`src/rtl/addsub_pkg.sv`:
```
// ============================================================================
// Module : addsub_pkg
// Brief  : Opcode encoding and per-stage control payload for the pipelined
//          CLA add/subtract unit.
// Rev    : 1.0  initial release
// ============================================================================
`default_nettype none

package addsub_pkg;

   typedef enum logic {
      OP_ADD = 1'b0,
      OP_SUB = 1'b1
   } op_e;

   // Width-independent part of a stage payload; operand and partial-result
   // vectors are sized by WIDTH inside the top module.
   typedef struct packed {
      logic valid;
      op_e  op;
      logic carry;
   } stage_ctl_t;

endpackage

`default_nettype wire

```
`src/rtl/cla_block_n.sv`:
```
// ============================================================================
// Module : cla_block_n
// Brief  : BLOCK_W-bit carry-lookahead block producing sum and group G/P.
// Rev    : 1.0  initial release
// ============================================================================
`default_nettype none

module cla_block_n #(
   parameter int BLOCK_W = 8
) (
   input  logic [BLOCK_W-1:0] a,
   input  logic [BLOCK_W-1:0] b,
   input  logic               cin,
   output logic [BLOCK_W-1:0] sum,
   output logic               g,
   output logic               p
);

   logic [BLOCK_W-1:0] w_g;
   logic [BLOCK_W-1:0] w_p;
   logic [BLOCK_W-1:0] w_c;

   assign w_g = a & b;
   assign w_p = a ^ b;

   // Each bit carry is a flat sum of products over lower generates and cin.
   always_comb begin
      logic w_pp;
      logic w_cc;
      w_pp   = 1'b1;
      w_cc   = 1'b0;
      w_c    = '0;
      w_c[0] = cin;
      for (int k = 0; k < BLOCK_W - 1; k++) begin
         w_pp = 1'b1;
         w_cc = 1'b0;
         for (int j = k; j >= 0; j--) begin
            w_cc = w_cc | (w_pp & w_g[j]);
            w_pp = w_pp & w_p[j];
         end
         w_c[k+1] = w_cc | (w_pp & cin);
      end
   end

   always_comb begin
      logic w_pp;
      w_pp = 1'b1;
      g    = 1'b0;
      for (int j = BLOCK_W - 1; j >= 0; j--) begin
         g    = g | (w_pp & w_g[j]);
         w_pp = w_pp & w_p[j];
      end
   end

   assign p   = &w_p;
   assign sum = w_p ^ w_c;

endmodule

`default_nettype wire

```
`src/rtl/pipelined_cla_addsub.sv`:
```
// ============================================================================
// Module : pipelined_cla_addsub
// Brief  : Pipelined CLA add/sub with valid/ready handshake and ALU flags.
//          Optional macro SATURATE_EN clamps the result on signed overflow.
// Rev    : 1.0  initial release
// ============================================================================
`default_nettype none

module pipelined_cla_addsub
   import addsub_pkg::*;
#(
   parameter int WIDTH      = 32,
   parameter int BLOCK_W    = 8,
   parameter int NUM_STAGES = 2
) (
   input  logic             clock,
   input  logic             reset_n,
   input  logic             in_valid,
   output logic             in_ready,
   input  logic [WIDTH-1:0] in_a,
   input  logic [WIDTH-1:0] in_b,
   input  logic             in_op,
   output logic             out_valid,
   input  logic             out_ready,
   output logic [WIDTH-1:0] out_result,
   output logic             out_cout,
   output logic             out_overflow,
   output logic             out_lt,
   output logic             out_ne
);

   localparam int c_slice_w = WIDTH / NUM_STAGES;
   localparam int c_nblk    = c_slice_w / BLOCK_W;
   localparam int c_last    = NUM_STAGES - 1;

   logic             w_adv;
   logic [WIDTH-1:0] w_a   [NUM_STAGES];
   logic [WIDTH-1:0] w_b   [NUM_STAGES];
   logic [WIDTH-1:0] w_res [NUM_STAGES];
   stage_ctl_t       w_ctl [NUM_STAGES];

   logic             r_out_valid;
   logic [WIDTH-1:0] r_out_result;
   logic             r_out_cout;
   logic             r_out_ovf;
   logic             r_out_lt;
   logic             r_out_ne;

   assign w_adv    = !r_out_valid || out_ready;
   assign in_ready = w_adv;

   // B is inverted once at entry; the SUB carry-in rides in the stage carry.
   assign w_a[0]   = in_a;
   assign w_b[0]   = in_op ? ~in_b : in_b;
   assign w_res[0] = '0;
   assign w_ctl[0] = '{valid: in_valid, op: op_e'(in_op), carry: in_op};

   for (genvar s = 0; s < NUM_STAGES; s++) begin : g_stage
      logic [c_slice_w-1:0] w_sum;
      logic [c_nblk-1:0]    w_bg;
      logic [c_nblk-1:0]    w_bp;
      logic [c_nblk:0]      w_bc;
      logic [WIDTH-1:0]     w_res_nxt;

      for (genvar k = 0; k < c_nblk; k++) begin : g_blk
         cla_block_n #(.BLOCK_W(BLOCK_W)) u_blk (
            .a   (w_a[s][s*c_slice_w + k*BLOCK_W +: BLOCK_W]),
            .b   (w_b[s][s*c_slice_w + k*BLOCK_W +: BLOCK_W]),
            .cin (w_bc[k]),
            .sum (w_sum[k*BLOCK_W +: BLOCK_W]),
            .g   (w_bg[k]),
            .p   (w_bp[k])
         );
      end

      always_comb begin
         logic w_pp;
         logic w_cc;
         w_pp    = 1'b1;
         w_cc    = 1'b0;
         w_bc    = '0;
         w_bc[0] = w_ctl[s].carry;
         for (int k = 0; k < c_nblk; k++) begin
            w_pp = 1'b1;
            w_cc = 1'b0;
            for (int j = k; j >= 0; j--) begin
               w_cc = w_cc | (w_pp & w_bg[j]);
               w_pp = w_pp & w_bp[j];
            end
            w_bc[k+1] = w_cc | (w_pp & w_ctl[s].carry);
         end
      end

      always_comb begin
         w_res_nxt = w_res[s];
         w_res_nxt[s*c_slice_w +: c_slice_w] = w_sum;
      end

      if (s < c_last) begin : g_pipe
         logic [WIDTH-1:0] r_a;
         logic [WIDTH-1:0] r_b;
         logic [WIDTH-1:0] r_res;
         stage_ctl_t       r_ctl;

         always_ff @(posedge clock or negedge reset_n) begin
            if (!reset_n) begin
               r_a   <= '0;
               r_b   <= '0;
               r_res <= '0;
               r_ctl <= '0;
            end else if (w_adv) begin
               r_ctl.valid <= w_ctl[s].valid;
               if (w_ctl[s].valid) begin
                  r_a         <= w_a[s];
                  r_b         <= w_b[s];
                  r_res       <= w_res_nxt;
                  r_ctl.op    <= w_ctl[s].op;
                  r_ctl.carry <= w_bc[c_nblk];
               end
            end
         end

         assign w_a[s+1]   = r_a;
         assign w_b[s+1]   = r_b;
         assign w_res[s+1] = r_res;
         assign w_ctl[s+1] = r_ctl;
      end else begin : g_final
         logic             w_ovf;
         logic             w_lt;
         logic             w_ne;
         logic             w_sub;
         logic [WIDTH-1:0] w_out;

         assign w_sub = (w_ctl[s].op == OP_SUB);
         assign w_ovf = (w_a[s][WIDTH-1] == w_b[s][WIDTH-1]) &&
                        (w_res_nxt[WIDTH-1] != w_a[s][WIDTH-1]);
         assign w_lt  = w_sub && (w_res_nxt[WIDTH-1] ^ w_ovf);
         assign w_ne  = w_sub && (|w_res_nxt);
`ifdef SATURATE_EN
         assign w_out = !w_ovf          ? w_res_nxt :
                        w_a[s][WIDTH-1] ? {1'b1, {(WIDTH-1){1'b0}}} :
                                          {1'b0, {(WIDTH-1){1'b1}}};
`else
         assign w_out = w_res_nxt;
`endif

         always_ff @(posedge clock or negedge reset_n) begin
            if (!reset_n) begin
               r_out_valid  <= 1'b0;
               r_out_result <= '0;
               r_out_cout   <= 1'b0;
               r_out_ovf    <= 1'b0;
               r_out_lt     <= 1'b0;
               r_out_ne     <= 1'b0;
            end else if (w_adv) begin
               r_out_valid <= w_ctl[s].valid;
               if (w_ctl[s].valid) begin
                  r_out_result <= w_out;
                  r_out_cout   <= w_bc[c_nblk];
                  r_out_ovf    <= w_ovf;
                  r_out_lt     <= w_lt;
                  r_out_ne     <= w_ne;
               end
            end
         end
      end
   end

   assign out_valid    = r_out_valid;
   assign out_result   = r_out_result;
   assign out_cout     = r_out_cout;
   assign out_overflow = r_out_ovf;
   assign out_lt       = r_out_lt;
   assign out_ne       = r_out_ne;

endmodule

`default_nettype wire

```
`config.mk`:
```
export PLATFORM = sky130hd
export DESIGN_NAME = pipelined_cla_addsub
export DESIGN_NICKNAME = d
export VERILOG_FILES = /design/src/rtl/addsub_pkg.sv /design/src/rtl/cla_block_n.sv /design/src/rtl/pipelined_cla_addsub.sv
export SDC_FILE = /design/constraint.sdc
export NUM_CORES = 1
export LEC_CHECK = 0
export ABC_AREA = 1
export ABC_CLOCK_PERIOD_IN_PS = 3200
export CAP_MARGIN = 20
export CORE_ASPECT_RATIO = 0.9
export CORE_MARGIN = 2
export CORE_UTILIZATION = 54
export CTS_BUF_LIST = sky130_fd_sc_hd__clkbuf_8
export DETAILED_ROUTE_END_ITERATION = 12
export GPL_TIMING_DRIVEN = 0
export PLACE_DENSITY = 0.92
export SLEW_MARGIN = 10
export SYNTH_ARGS = -nofsm -noshare
export SYNTH_HDL_FRONTEND = slang
export SYNTH_SLANG_ARGS = --single-unit
```
`constraint.sdc`:
```
create_clock -name clock -period 3.2 [get_ports clock]
set_input_delay 0.64 -clock clock [delete_from_list [all_inputs] [get_ports clock]]
set_output_delay 0.64 -clock clock [all_outputs]
set_load 0.03 [all_outputs]
```
# Word level (Yosys, flattened, before mapping)
# Index checks and enable logic that the tools add are counted.
# Widths: inputs -> output; s select.
# word_totals
romBits	0
latch_bits	0
inputBits	69
n_memories	0
reg_bits	120
out_inout_bits	38
mem_bits_rw	0
# classes
mul	0
n_mux	1
magnitude_cmp	0
bitwise	416
n_addsub	0
n_shift	0
reduce_logical	12
n_div	0
n_eq_ne	2
# op_table
op	count
$and 1x1->1	256
$or 1x1->1	146
$xor 8x8->8	8
$and 8x8->8	4
$mux 32	1
$not 32->32	1
$reduce_and 8->1	4
$reduce_or 32->1	1
$reduce_and 2->1	2
$logic_and 1x1->1	3
$eq 1x1->1	1
$logic_not 1->1	1
$logic_or 1x1->1	1
$ne 1x1->1	1
$xor 1x1->1	1

# Longest topological paths before layout
# Gate-level depths: netlist of the first run.
# logic_depth
ltp_word	17
mapped_depth	23
mapped_depth_nobuf	22

# By module
# From an unflattened synthesis of the first run, not the netlist that was laid out.
# unflattened
cells_unflattened	800
hier_area_um2	5973.2
# modules_own_cells
module	cells_per_inst	area_per_inst_um2	seq_area_each_um2	n_inst
pipelined_cla_addsub	434	3784.9	2202.1	1
cla_block_n at g_stage[0].g_blk[1].u_blk ...	97	586.8	0.0	3
cla_block_n at g_stage[0].g_blk[0].u_blk	75	427.9	0.0	1

# Worst setup path before layout of the first run
# OpenSTA, ideal clock, no wires.
# synth_path
path_kind	input -> register
startpoint	in in_op
endpoint	reg g_stage[0].g_pipe.r_res[9]
arrival_ns	2.792
slack_ns	0.325
setup_time_ns	0.083
cell_stages	13
path_buffers	2
cell_sequence	buf_4 buf_2 xor2_1 ha_1 nand2_1 nor2_1 nand2_1 clkinv_1 a21oi_1 nand4_2 fa_1 xnor2_1 o21ai_0
# synth_between
elab_chain_cells	14
elab_cells_between_ends	31
# synth_lines
item	line_no	rtl
start: declaration	pipelined_cla_addsub.sv:22	input logic in_op,
$mux 32	pipelined_cla_addsub.sv:54	assign w_b[0] = in_op ? ~in_b : in_b;
$xor 8x8->8 or $and 8x8->8 (tied branches)	cla_block_n.sv:24, cla_block_n.sv:23	
$and 1x1->1 (on tied branches)	cla_block_n.sv:50, cla_block_n.sv:51	
$or 1x1->1, or another cell as far along (5 in a row)	cla_block_n.sv:50	g = g | (w_pp & w_g[j]);
$or 1x1->1 or $and 1x1->1 (tied branches)	cla_block_n.sv:50	
$or 1x1->1	cla_block_n.sv:50	
$or 1x1->1	pipelined_cla_addsub.sv:90	w_bc[k+1] = w_cc | (w_pp & w_ctl[s].carry);
$and 1x1->1	cla_block_n.sv:41	w_c[k+1] = w_cc | (w_pp & cin);
$or 1x1->1	cla_block_n.sv:41	
$xor 8x8->8 *	cla_block_n.sv:56	assign sum = w_p ^ w_c;
end signal: assignment	pipelined_cla_addsub.sv:116	r_res <= w_res_nxt;
end: declaration	pipelined_cla_addsub.sv:102	logic [WIDTH-1:0] r_res;
# Mark *: on every way between the ends. The rest lies on a longest branch, timed or not.
# A chain may end at the register's enable or synchronous reset.

# Final worst setup path of the first run
# layout_path
startpoint	reg g_stage[0].g_pipe.r_b[19]
endpoint	reg r_out_ne (netlist: out_ne)
# layout_between
elab_chain_cells	12
elab_cells_between_ends	87
# layout_lines
item	line_no	rtl
start: declaration	pipelined_cla_addsub.sv:101	logic [WIDTH-1:0] r_b;
start signal: assignment	pipelined_cla_addsub.sv:115	r_b <= w_b[s];
$and 8x8->8 or $xor 8x8->8 (tied branches)	cla_block_n.sv:23, cla_block_n.sv:24	
$and 1x1->1 (on tied branches)	cla_block_n.sv:50, cla_block_n.sv:51	
$or 1x1->1, or another cell as far along (2 in a row)	cla_block_n.sv:50	
$or 1x1->1 or $and 1x1->1 (tied branches)	cla_block_n.sv:50	
$or 1x1->1	cla_block_n.sv:50	
$or 1x1->1	pipelined_cla_addsub.sv:90	
$and 1x1->1	cla_block_n.sv:41	
$or 1x1->1	cla_block_n.sv:41	
$xor 8x8->8	cla_block_n.sv:56	
$reduce_or 32->1 *	pipelined_cla_addsub.sv:138	assign w_ne = w_sub && (|w_res_nxt);
$logic_and 1x1->1 *	pipelined_cla_addsub.sv:138	
end signal: assignment	pipelined_cla_addsub.sv:162	r_out_ne <= w_ne;
end: declaration	pipelined_cla_addsub.sv:47	logic r_out_ne;
# Marked as above.

==> flow_metrics.env, run 1 <==
export IMPL_cp_startpoint="g_stage[0].g_pipe.r_b[19]$_DFFE_PN0P_"
export IMPL_antenna_found_initial=0
export IMPL_endpoint_kind="flip-flop"
export IMPL_setup_violations=0
export IMPL_cp_start_kind="flip-flop"
export IMPL_synthMuxAreaShare_pct=0
export IMPL_grt_total_usage_pct=25.14
export IMPL_stdcell_area_um2=7141
export IMPL_finClkSkew_ns=0.006466
export IMPL_fmax_ghz=0.3247
export IMPL_reg2reg_from="g_stage[0].g_pipe.r_b[19]$_DFFE_PN0P_"
export IMPL_crit_path_end="out_ne$_DFFE_PN0P_"
export IMPL_ys_types=40
export IMPL_synthToLayoutAreaGrowth_pct=28.36
export IMPL_ff2ff_setup_slack_ns=0.12
export IMPL_ir_drop_v=0.0004755
export IMPL_synth_warnings=0
export IMPL_leakage_nw=3.500
export IMPL_max_cap_violations=0
export IMPL_synthTopCellsByArea="dfrtp_1 (40%), nand2_1 (17%), ha_1 (7.2%)"
export IMPL_htreeDepth=3
export IMPL_clockBufferDepth=2
export IMPL_die_area_um2=11130
export IMPL_drcViolationCount=0
export IMPL_place_area_um2=6800
export IMPL_yosys_area_share_simple_pct=31.65
export IMPL_ys_ff_latch=88
export IMPL_synth_top_area_share_pct=39.59
export IMPL_nNetsFinal=963
export IMPL_fillers=738
export IMPL_synth_top_family_by_area="simple AND/OR/NAND/NOR gates"
export IMPL_synth_area_um2=5563
export IMPL_crit_required_ns=3.46
export IMPL_ys_top_cells_by_count="nand2_1 (251), dfrtp_1 (88), inv_1 (65)"
export IMPL_grt_pass1_vias=4857
export IMPL_start_util_pct=54.99
export IMPL_cts_hold_repair_buffers=0
export IMPL_avgSynthCellArea_um2=7.600
export IMPL_yosysSeqAreaShare_pct=39.59
export IMPL_synthXorXnorAreaFrac_pct=5.668
export IMPL_fin_crit_sh_pct=96.25
export IMPL_path_clk_slew_ns=0.08
export IMPL_wire_per_inst_um=14.59
export IMPL_grt_pass1_wl_mm=22.90
export IMPL_rsz0062_at_grt="yes"
export IMPL_r2r_end="out_ne$_DFFE_PN0P_"
export IMPL_worst_ep_arrival_time_ns=3.34
export IMPL_worst_pin_slew_ns=0.5281
export IMPL_cts_buffers_inserted=9
export IMPL_worstSkewPairLatency_ns=0.37
export IMPL_drive_gt1_share_pct=8.933
export IMPL_antenna_cells=0
export IMPL_portBuffers=105
export IMPL_async_flop_share_pct=100.0
export IMPL_drt_initial_drc_count=507
export IMPL_core_area_um2=10120
export IMPL_ioPinCount=107
export IMPL_cts_tree="done"
export IMPL_routabilityCongestion=0.9392
export IMPL_p_total_mw=4.859
export IMPL_overflow=0
export IMPL_crit_fanout=10
export IMPL_hold_viol_final=0
export IMPL_synth_edf_count=0
export IMPL_fp_dieW_um=111.0
export IMPL_syn_inst=732
export IMPL_vias_per_cell=5.498
export IMPL_outcome="finished, final reports clean"
export IMPL_clock_sink_count=88
export IMPL_synth_fa_ha_area_share_pct=8.277
export IMPL_power_density_nw_per_um2=680.4
export IMPL_synth_area_leader_cell="dfrtp_1"
export IMPL_place_hpwl_mm=10.99
export IMPL_wl_mm=14.46
export IMPL_ant_nets=0
export IMPL_post_route_min_period_ns=3.080
export IMPL_synth_nets=836
export IMPL_route_vias_total=5449
export IMPL_hp_class="primary input to async pin"
export IMPL_synth_compound_area_share_pct=7.445
export IMPL_cts_root_buffer="clkbuf_8"
export IMPL_grt_max_degree=58
export IMPL_ff2ff_path_depth=22
export IMPL_rows=35
export IMPL_finalMaxSlewViolations=0
export IMPL_path_class="flip-flop to flip-flop"
export IMPL_ys_flop_type="dfrtp_1"
export IMPL_dr_pass1_iters=6
export IMPL_synth_most_common_cell="nand2_1"
export IMPL_relSlewSlack_pct=64.80
export IMPL_die_y_um=100.3
where the power goes:
| group | leakage [nW] | internal (mW) | switching, mW |
|---|---|---|---|
| sequential | 1.08 | 1.44 | 0.249 |
| combinational | 2.33 | 0.995 | 1.45 |
| clock | 0.0921 | 0.347 | 0.380 |
| total | 3.50 | 2.78 | 2.08 |
worst max-delay path, cell delays in order (launching register included):
cell and delay [ns]:
dfrtp_1 0.41, ha_1 0.30, buf_6 0.14, nand2_1 0.08, inv_2 0.06, nand2_1 0.06, nand2_2 0.08, nand2_2 0.07
nand2_4 0.09, inv_2 0.04, fa_1 0.53, nand2_1 0.05, nand3b_1 0.14, nor2_1 0.10, nand2_1 0.09, nor2_2 0.12
nand3_2 0.09, nor2_2 0.13, nand3_2 0.08, nor2_2 0.10, nand3_1 0.06, nand2_1 0.08, nand2_1 0.06
stage by stage:
step / utilization [%] / setup TNS [ns] / cells / setup WS, ns / hold slack, ns
floorplan: - / 0 / 732 / 0.3252 / 0.3444
global placement: 66.98 / -130.20 / 966 / -1.485 / 0.4588
detailed placement: 67.22 / 0 / 967 / 0.03278 / 0.4582
CTS: 68.95 / 0 / 981 / 0.05059 / 0.2155
global route: 70.59 / -0.1157 / 991 / -0.1157 / 0.2295
finish: 70.59 / 0 / 991 / 0.1201 / 0.1999
routing by layer:
layer	wire length (um)	global-route usage [%]	share of wire, %	vias to the layer above
met3	1056	3.502	7.3	40
met5	0	0	0	-
met2	6867	41.39	48	263
li1	-	-	-	2619
met4	346	8.173	2.4	0
met1	6185	34.84	43	2527
registers in the layout, summed over array words and instances (netlist names):
signal	count
g_stage.g_final.w_sub	1
out_lt	1
out_overflow	1
g_stage.g_pipe.r_res	16
g_stage.g_pipe.r_b	16
out_result	32
g_stage.g_pipe.r_ctl	2
g_stage.g_pipe.r_a	16
out_ne	1
out_valid	1
out_cout	1
how the worst min path moves through the flow:
stage / from / end
after CTS: reset_n / g_stage[0].g_pipe.r_b[22]$_DFFE_PN0P_
after global placement: out_result[10]$_DFFE_PN0P_ / out_result[10]$_DFFE_PN0P_
final: reset_n / g_stage[0].g_pipe.r_a[20]$_DFFE_PN0P_
after detailed placement: out_result[10]$_DFFE_PN0P_ / out_result[10]$_DFFE_PN0P_
after global routing: reset_n / g_stage[0].g_pipe.r_a[20]$_DFFE_PN0P_
after floorplan: reset_n / g_stage[0].g_pipe.r_a[16]$_DFFE_PN0P_
cell usage in the layout (no fill, tap or decap), types with 8 or more instances in the layout:
| master | synthesis | layout |
|---|---|---|
| nand2_1 | 251 | 250 |
| clkdlybuf4s50_1 | 0 | 104 |
| dfrtp_1 | 88 | 87 |
| inv_1 | 65 | 65 |
| nand3_1 | 50 | 48 |
| nor2_1 | 48 | 45 |
| o21ai_0 | 38 | 38 |
| ha_1 | 32 | 26 |
| xnor2_1 | 19 | 19 |
| xor2_1 | 17 | 17 |
| nand4_1 | 17 | 17 |
| clkbuf_1 | 15 | 15 |
| buf_4 | 5 | 14 |
| a21oi_1 | 12 | 12 |
| nand2_2 | 10 | 11 |
| clkbuf_8 | 0 | 9 |
| nand3_2 | 6 | 8 |
cell type report:
class                   instances  area (um^2)  area share, %
clock buffers                   9        123.9          1.735
plain buffers                  27        155.1          2.173
repair buffers                116         1151          16.12
well taps                     129        161.4          2.260
multi-input cells             547         3032          42.46
flip-flops and latches         88         2203          30.86
clock inverters                 5        51.30         0.7184
inverters                      70        262.8          3.680
logic make-up (layout without fill, tap and decap cells):
kind of cell,Yosys count,count (layout)
XOR/XNOR,36,36
AO/OA/AOI/OAI,72,72
flip-flops,88,88
adder cells (fa/ha/maj),35,35
AND/OR/NAND/NOR,404,404
buffers and inverters,97,227
timing repair:
item,4_1_cts,5_1_grt
gates resized for setup,0,18
setup endpoints to repair,0,1
buffers inserted,0,10
Power figures use the tool's default switching activity.
==> run 2, diff against run 1 <==
Settings changed: CELL_PAD_IN_SITES_DETAIL_PLACEMENT set to 1, CELL_PAD_IN_SITES_GLOBAL_PLACEMENT set to 1, CORE_UTILIZATION 54 to 40, SYNTH_HIERARCHICAL set to 1.
==> flow_metrics.env, run 2 <==
export IMPL_outcome="finished, final reports clean"
export IMPL_synthTopCellsByArea="dfrtp_1 (37%), nand2_1 (19%), ha_1 (7.5%)"
export IMPL_cts_buffers_inserted=9
export IMPL_finClkSkew_ns=0.01135
export IMPL_nNetsFinal=1031
export IMPL_core_area_um2=14660
export IMPL_crit_path_max_incr_delay_ns=0.41
export IMPL_worst_ep_arrival_time_ns=3.10
export IMPL_synth_area_leader_cell="dfrtp_1"
export IMPL_ys_top_cells_by_count="nand2_1 (309), dfrtp_1 (88), nor2_1 (65)"
export IMPL_p_total_mw=4.885
export IMPL_dr_pass1_iters=4
export IMPL_clockBufferDepth=2
export IMPL_ant_nets=0
export IMPL_ff2ff_path_depth=15
export IMPL_synth_top_area_share_pct=36.87
export IMPL_largest_reg_flops=32
export IMPL_leakage_nw=3.817
export IMPL_cp_common_cell="nand2_1"
export IMPL_drt_initial_drc_count=325
export IMPL_finalMaxSlewViolations=0
export IMPL_start_util_pct=40.74
export IMPL_htreeDepth=3
export IMPL_reg2reg_from="g_stage[0].g_pipe.r_a[22]$_DFFE_PN0P_"
export IMPL_hold_viol_final=0
export IMPL_power_density_nw_per_um2=648.4
export IMPL_ff2ff_setup_slack_ns=0.37
export IMPL_antenna_found_initial=0
export IMPL_fp_dieW_um=132.8
export IMPL_vias_per_cell=4.863
export IMPL_routabilityCongestion=0.8343
export IMPL_hp_class="primary input to async pin"
export IMPL_fmax_ghz=0.3528
export IMPL_cts_root_buffer="clkbuf_8"
export IMPL_synth_nets=909
export IMPL_final_core_util_pct=51.39
export IMPL_cp_start_kind="flip-flop"
export IMPL_synth_area_um2=5973
export IMPL_crit_fanout=5
export IMPL_wire_per_inst_um=14.55
export IMPL_placedCellCount=1105
export IMPL_ioPinCount=107
export IMPL_relSlewSlack_pct=62.02
export IMPL_path_clk_slew_ns=0.09
export IMPL_path_cells="ha_1, a21oi_1, nand2_1, a21oi_1, nand2_1, inv_1, nand2_2, fa_1, xor2_1, nor2_1, nand3_1, nor2_1, nand2_1, o21ai_1, nand2_1"
export IMPL_worst_pin_slew_ns=0.5697
export IMPL_final_common_cell="nand2_1"
export IMPL_die_area_um2=15930
export IMPL_yosysSeqAreaShare_pct=36.87
export IMPL_grt_pass1_wl_mm=27.37
export IMPL_drcViolationCount=0
export IMPL_worstSkewPairLatency_ns=0.37
export IMPL_wl_mm=16.38
export IMPL_route_vias_total=5476
export IMPL_rows=42
export IMPL_r2r_end="out_ne$_DFFE_PN0P_"
export IMPL_synth_warnings=6
export IMPL_fin_hold_ws_ns=0.2493
export IMPL_instances_no_fill=1126
export IMPL_endpoint_kind="flip-flop"
export IMPL_ys_types=29
export IMPL_rsz0062_at_grt="no"
export IMPL_grt_pass1_vias=5786
export IMPL_grt_total_usage_pct=21.56
export IMPL_crit_required_ns=3.47
export IMPL_fin_crit_sh_pct=88.57
export IMPL_drive_gt1_share_pct=11.22
export IMPL_ys_flop_type="dfrtp_1"
export IMPL_slowest_stage="fa_1"
export IMPL_cts_tree="done"
export IMPL_max_cap_violations=0
export IMPL_path_class="flip-flop to flip-flop"
export IMPL_portBuffers=106
export IMPL_place_hpwl_mm=13.28
export IMPL_fillers=1854
export IMPL_post_route_min_period_ns=2.834
export IMPL_ys_ff_latch=88
export IMPL_ir_drop_v=0.0002707
export IMPL_syn_inst=800
export IMPL_grt_max_degree=48
export IMPL_synth_edf_count=0
export IMPL_synthToLayoutAreaGrowth_pct=26.14
export IMPL_die_y_um=119.9
export IMPL_overflow=0
export IMPL_clock_sink_count=88
export IMPL_avgSynthCellArea_um2=7.467
export IMPL_synth_most_common_cell="nand2_1"
export IMPL_layout_common_cells="nand2_1 (307), clkdlybuf4s50_1 (104), dfrtp_1 (88)"
export IMPL_async_flop_share_pct=100.0
export IMPL_setup_violations=0
-- run 2: cell count changes in the layout (fill, tap and decap cells not counted), moves of 6 or more --
| cell | change |
|---|---|
| a31oi_1 | -7 |
| clkbuf_1 | -14 |
| o21ai_0 | -8 |
| nor2_1 | +18 |
| nand2_2 | +7 |
| nor2_4 | +6 |
| buf_2 | +9 |
| xor2_1 | +8 |
| nand2_1 | +57 |
| ha_1 | +8 |
| buf_6 | +7 |
| a21oi_1 | +6 |
| nand4_1 | -14 |
-- run 2: area by class of cell --
cell class | count | area (um^2) | share of cell area [%]
Tap cell | 198 | 247.7 | 3.288
Buffer | 30 | 236.5 | 3.138
Sequential cell | 88 | 2202 | 29.23
Antenna cell | 1 | 2.502 | 0.03321
Inverter | 66 | 247.7 | 3.288
Clock buffer | 10 | 137.6 | 1.827
Clock inverter | 6 | 28.78 | 0.3819
Multi-Input combinational cell | 616 | 3313 | 43.97
Timing Repair Buffer | 111 | 1119 | 14.85
-- run 2: timing repair --
item	CTS	global route
setup buffers	0	4
gates resized for setup	2	9
pin swaps	0	1
hold buffers	0	0
setup endpoints to repair	4	8
-- run 2: worst max-delay path by stage --
stage | endpoint | slack (ns) | startpoint | cells after the start
CTS | g_stage[0].g_pipe.r_res[9]$_DFFE_PN0P_ | 0.03 | in_op | 17
detailed placement | g_stage[0].g_pipe.r_res[15]$_DFFE_PN0P_ | -0.49 | in_op | 19
floorplan | g_stage[0].g_pipe.r_res[9]$_DFFE_PN0P_ | 0.40 | in_op | 16
finish | out_ne$_DFFE_PN0P_ | 0.37 | g_stage[0].g_pipe.r_a[22]$_DFFE_PN0P_ | 15
global placement | out_result[20]$_DFFE_PN0P_ | -1.69 | reset_n | 1
global route | out_ne$_DFFE_PN0P_ | 0.06 | g_stage[0].g_pipe.r_a[20]$_DFFE_PN0P_ | 19
-- run 2: kinds of logic (layout without fill, tap and decap cells) --
group | count (synthesis) | in the layout | synth area share [%]
adder cells (fa/ha/maj) | 40 | 40 | 8.881
AND/OR/NAND/NOR | 470 | 470 | 34.23
buffers and inverters | 96 | 223 | 8.044
XOR/XNOR | 44 | 44 | 6.452
AO/OA/AOI/OAI | 62 | 62 | 5.530
flip-flops | 88 | 88 | 36.87
other | 0 | 1 | 0
-- run 2: critical path: cells and delay by family, from the launching register on --
family	cells	cell delay (ns)
simple gates	8	0.82
xor+xnor	1	0.18
compound gates	3	0.47
buf+inv	1	0.07
flops	1	0.40
fa+ha+maj	2	0.79
-- run 2: stage by stage --
stage | TNS (ns) | setup WS (ns) | area (um^2)
final | 0 | 0.3659 | 7535
after global routing | 0 | 0.06357 | 7532
after CTS | 0 | 0.03029 | 7480
after detailed placement | -3.462 | -0.4869 | 7307
after global placement | -150.75 | -1.689 | 7282
after floorplan | 0 | 0.3981 | 5973
-- run 2: routing by layer --
layer	track usage, %	wire length [um]	up-vias
met1	25.95	7200	2628
met3	4.267	456	13
met2	39.77	8500	82
li1	-	-	2753
met5	0	0	-
met4	4.704	225	0
-- run 2: where the power goes --
group,switching [mW],leakage (nW),total (mW),internal [mW]
Sequential,0.236,1.09,1.67,1.44
Combinational,1.54,2.63,2.53,0.992
Clock,0.392,0.0959,0.685,0.293
Total,2.16,3.82,4.89,2.72
==> run 3, diff against run 2 <==
Settings changed: SETUP_SLACK_MARGIN set to 0.15.
==> flow_metrics.env, run 3 (synthesis gave the netlist of run 2 again) <==
export IMPL_outcome="finished, final reports clean"
export IMPL_fp_dieW_um=132.8
export IMPL_wire_per_inst_um=14.59
export IMPL_fin_crit_sh_pct=88.62
export IMPL_ir_drop_v=0.0002733
export IMPL_setup_violations=0
export IMPL_vias_per_cell=4.864
export IMPL_finClkSkew_ns=0.01120
export IMPL_crit_required_ns=3.47
export IMPL_crit_fanout=10
export IMPL_rsz0062_at_grt="no"
export IMPL_power_density_nw_per_um2=649.3
export IMPL_hold_viol_final=0
export IMPL_max_cap_violations=0
export IMPL_worstSkewPairLatency_ns=0.37
export IMPL_post_route_min_period_ns=2.836
export IMPL_wl_mm=16.42
export IMPL_grt_total_usage_pct=21.73
export IMPL_fmax_ghz=0.3526
export IMPL_overflow=0
export IMPL_cts_tree="done"
export IMPL_place_area_um2=7307
export IMPL_path_class="primary input to flip-flop"
export IMPL_portBuffers=106
export IMPL_grt_pass1_wl_mm=27.58
export IMPL_stdcell_area_um2=7543
export IMPL_drcViolationCount=0
export IMPL_final_common_cell="nand2_1"
export IMPL_fin_tns_setup_ns=0
export IMPL_layout_common_cells="nand2_1 (307), clkdlybuf4s50_1 (104), dfrtp_1 (88)"
export IMPL_start_util_pct=40.74
export IMPL_grt_max_degree=48
export IMPL_relSlewSlack_pct=62.15
export IMPL_die_y_um=119.9
export IMPL_endpoint_kind="flip-flop"
export IMPL_dr_pass1_iters=4
export IMPL_ant_nets=0
export IMPL_cts_root_buffer="clkbuf_8"
export IMPL_worst_pin_slew_ns=0.5678
export IMPL_rows=42
export IMPL_leakage_nw=3.811
export IMPL_clock_sink_count=88
export IMPL_cts_hold_repair_buffers=0
export IMPL_path_clk_slew_ns=0.08
export IMPL_cp_start_kind="primary input"
export IMPL_routabilityCongestion=0.8343
export IMPL_largest_reg_flops=32
export IMPL_clockBufferDepth=2
export IMPL_p_total_mw=4.898
export IMPL_core_area_um2=14660
export IMPL_place_hpwl_mm=13.28
export IMPL_antenna_found_initial=0
export IMPL_synthToLayoutAreaGrowth_pct=26.29
export IMPL_die_area_um2=15930
export IMPL_route_vias_total=5472
export IMPL_drive_gt1_share_pct=11.33
export IMPL_nNetsFinal=1031
export IMPL_hp_class="primary input to async pin"
export IMPL_antenna_cells=0
export IMPL_ioPinCount=107
export IMPL_grt_pass1_vias=5827
export IMPL_htreeDepth=3
export IMPL_cts_buffers_inserted=9
export IMPL_drt_initial_drc_count=305
export IMPL_worst_ep_arrival_time_ns=3.10
export IMPL_finalMaxSlewViolations=0
run 3: power breakdown:
group / switching (mW) / leakage, nW / total [mW] / internal, mW
Clock: 0.392 / 0.0958 / 0.684 / 0.293
Sequential: 0.236 / 1.09 / 1.67 / 1.44
Combinational: 1.54 / 2.62 / 2.54 / 0.997
run 3: worst paths after layout:
kind                       slack, ns  depth (start not counted)                                endpoint                                   from
max reg2reg                     0.43                         18                      out_ne$_DFFE_PN0P_  g_stage[0].g_pipe.r_a[19]$_DFFE_PN0P_
max                             0.36                         17  g_stage[0].g_pipe.r_res[9]$_DFFE_PN0P_                                  in_op
min in group clock              0.47                          2              out_result[12]$_DFFE_PN0P_             out_result[12]$_DFFE_PN0P_
min                             0.25                          1   g_stage[0].g_pipe.r_a[26]$_DFFE_PN0P_                                reset_n
max in group asynchronous       2.32                          2              out_result[15]$_DFFE_PN0P_                                reset_n
min reg2reg                     0.47                          2              out_result[12]$_DFFE_PN0P_             out_result[12]$_DFFE_PN0P_
run 3: final cells by class:
cell class,count,area [um^2]
buffer,30,236.5
clock buffer,10,137.6
clock inverter,6,28.78
fill,1853,7118
inverter,66,247.7
multi-input combinational,616,3328
sequential,88,2202
tap,198,247.7
timing repair buffer,111,1115
run 3: metal layers:
metal | GRT usage [%] | vias to the layer above | wire [um]
met1 | 26.08 | 2638 | 7199
met4 | 4.704 | 0 | 208
met5 | 0 | - | 0
met2 | 40.22 | 75 | 8539
met3 | 4.267 | 14 | 469
li1 | - | 2745 | -
run 3: metrics by stage:
| step | cells | hold slack [ns] | worst slack, ns | utilization [%] |
|---|---|---|---|---|
| finish | 1125 | 0.2496 | 0.3640 | 51.45 |
| global route | 1125 | 0.2715 | 0.1114 | 51.45 |
| CTS | 1125 | 0.2615 | 0.2107 | 51.28 |
| detailed placement | 1105 | 0.4574 | -0.4869 | 49.84 |
| global placement | 1104 | 0.4533 | -1.689 | 49.67 |
| floorplan | 800 | 0.3444 | 0.3981 | - |
run 3: worst max-delay path, stage by stage:
cell,delay (ns)
dlygate4sd2_1,0.27
buf_6,0.15
buf_6,0.15
xor2_1,0.16
ha_1,0.33
nand2_1,0.08
nand2_1,0.06
a21oi_2,0.16
nor2_1,0.06
nor2_1,0.09
nand2_1,0.06
inv_1,0.06
nand2_2,0.12
fa_1,0.41
xor2_1,0.18
nand2_1,0.08
nand2_1,0.05
run 3: timing repair:
| item | in CTS | in global routing |
|---|---|---|
| pin swaps | 1 | 1 |
| setup buffers | 4 | 0 |
| resized for setup | 6 | 8 |
| setup endpoints to repair | 8 | 3 |
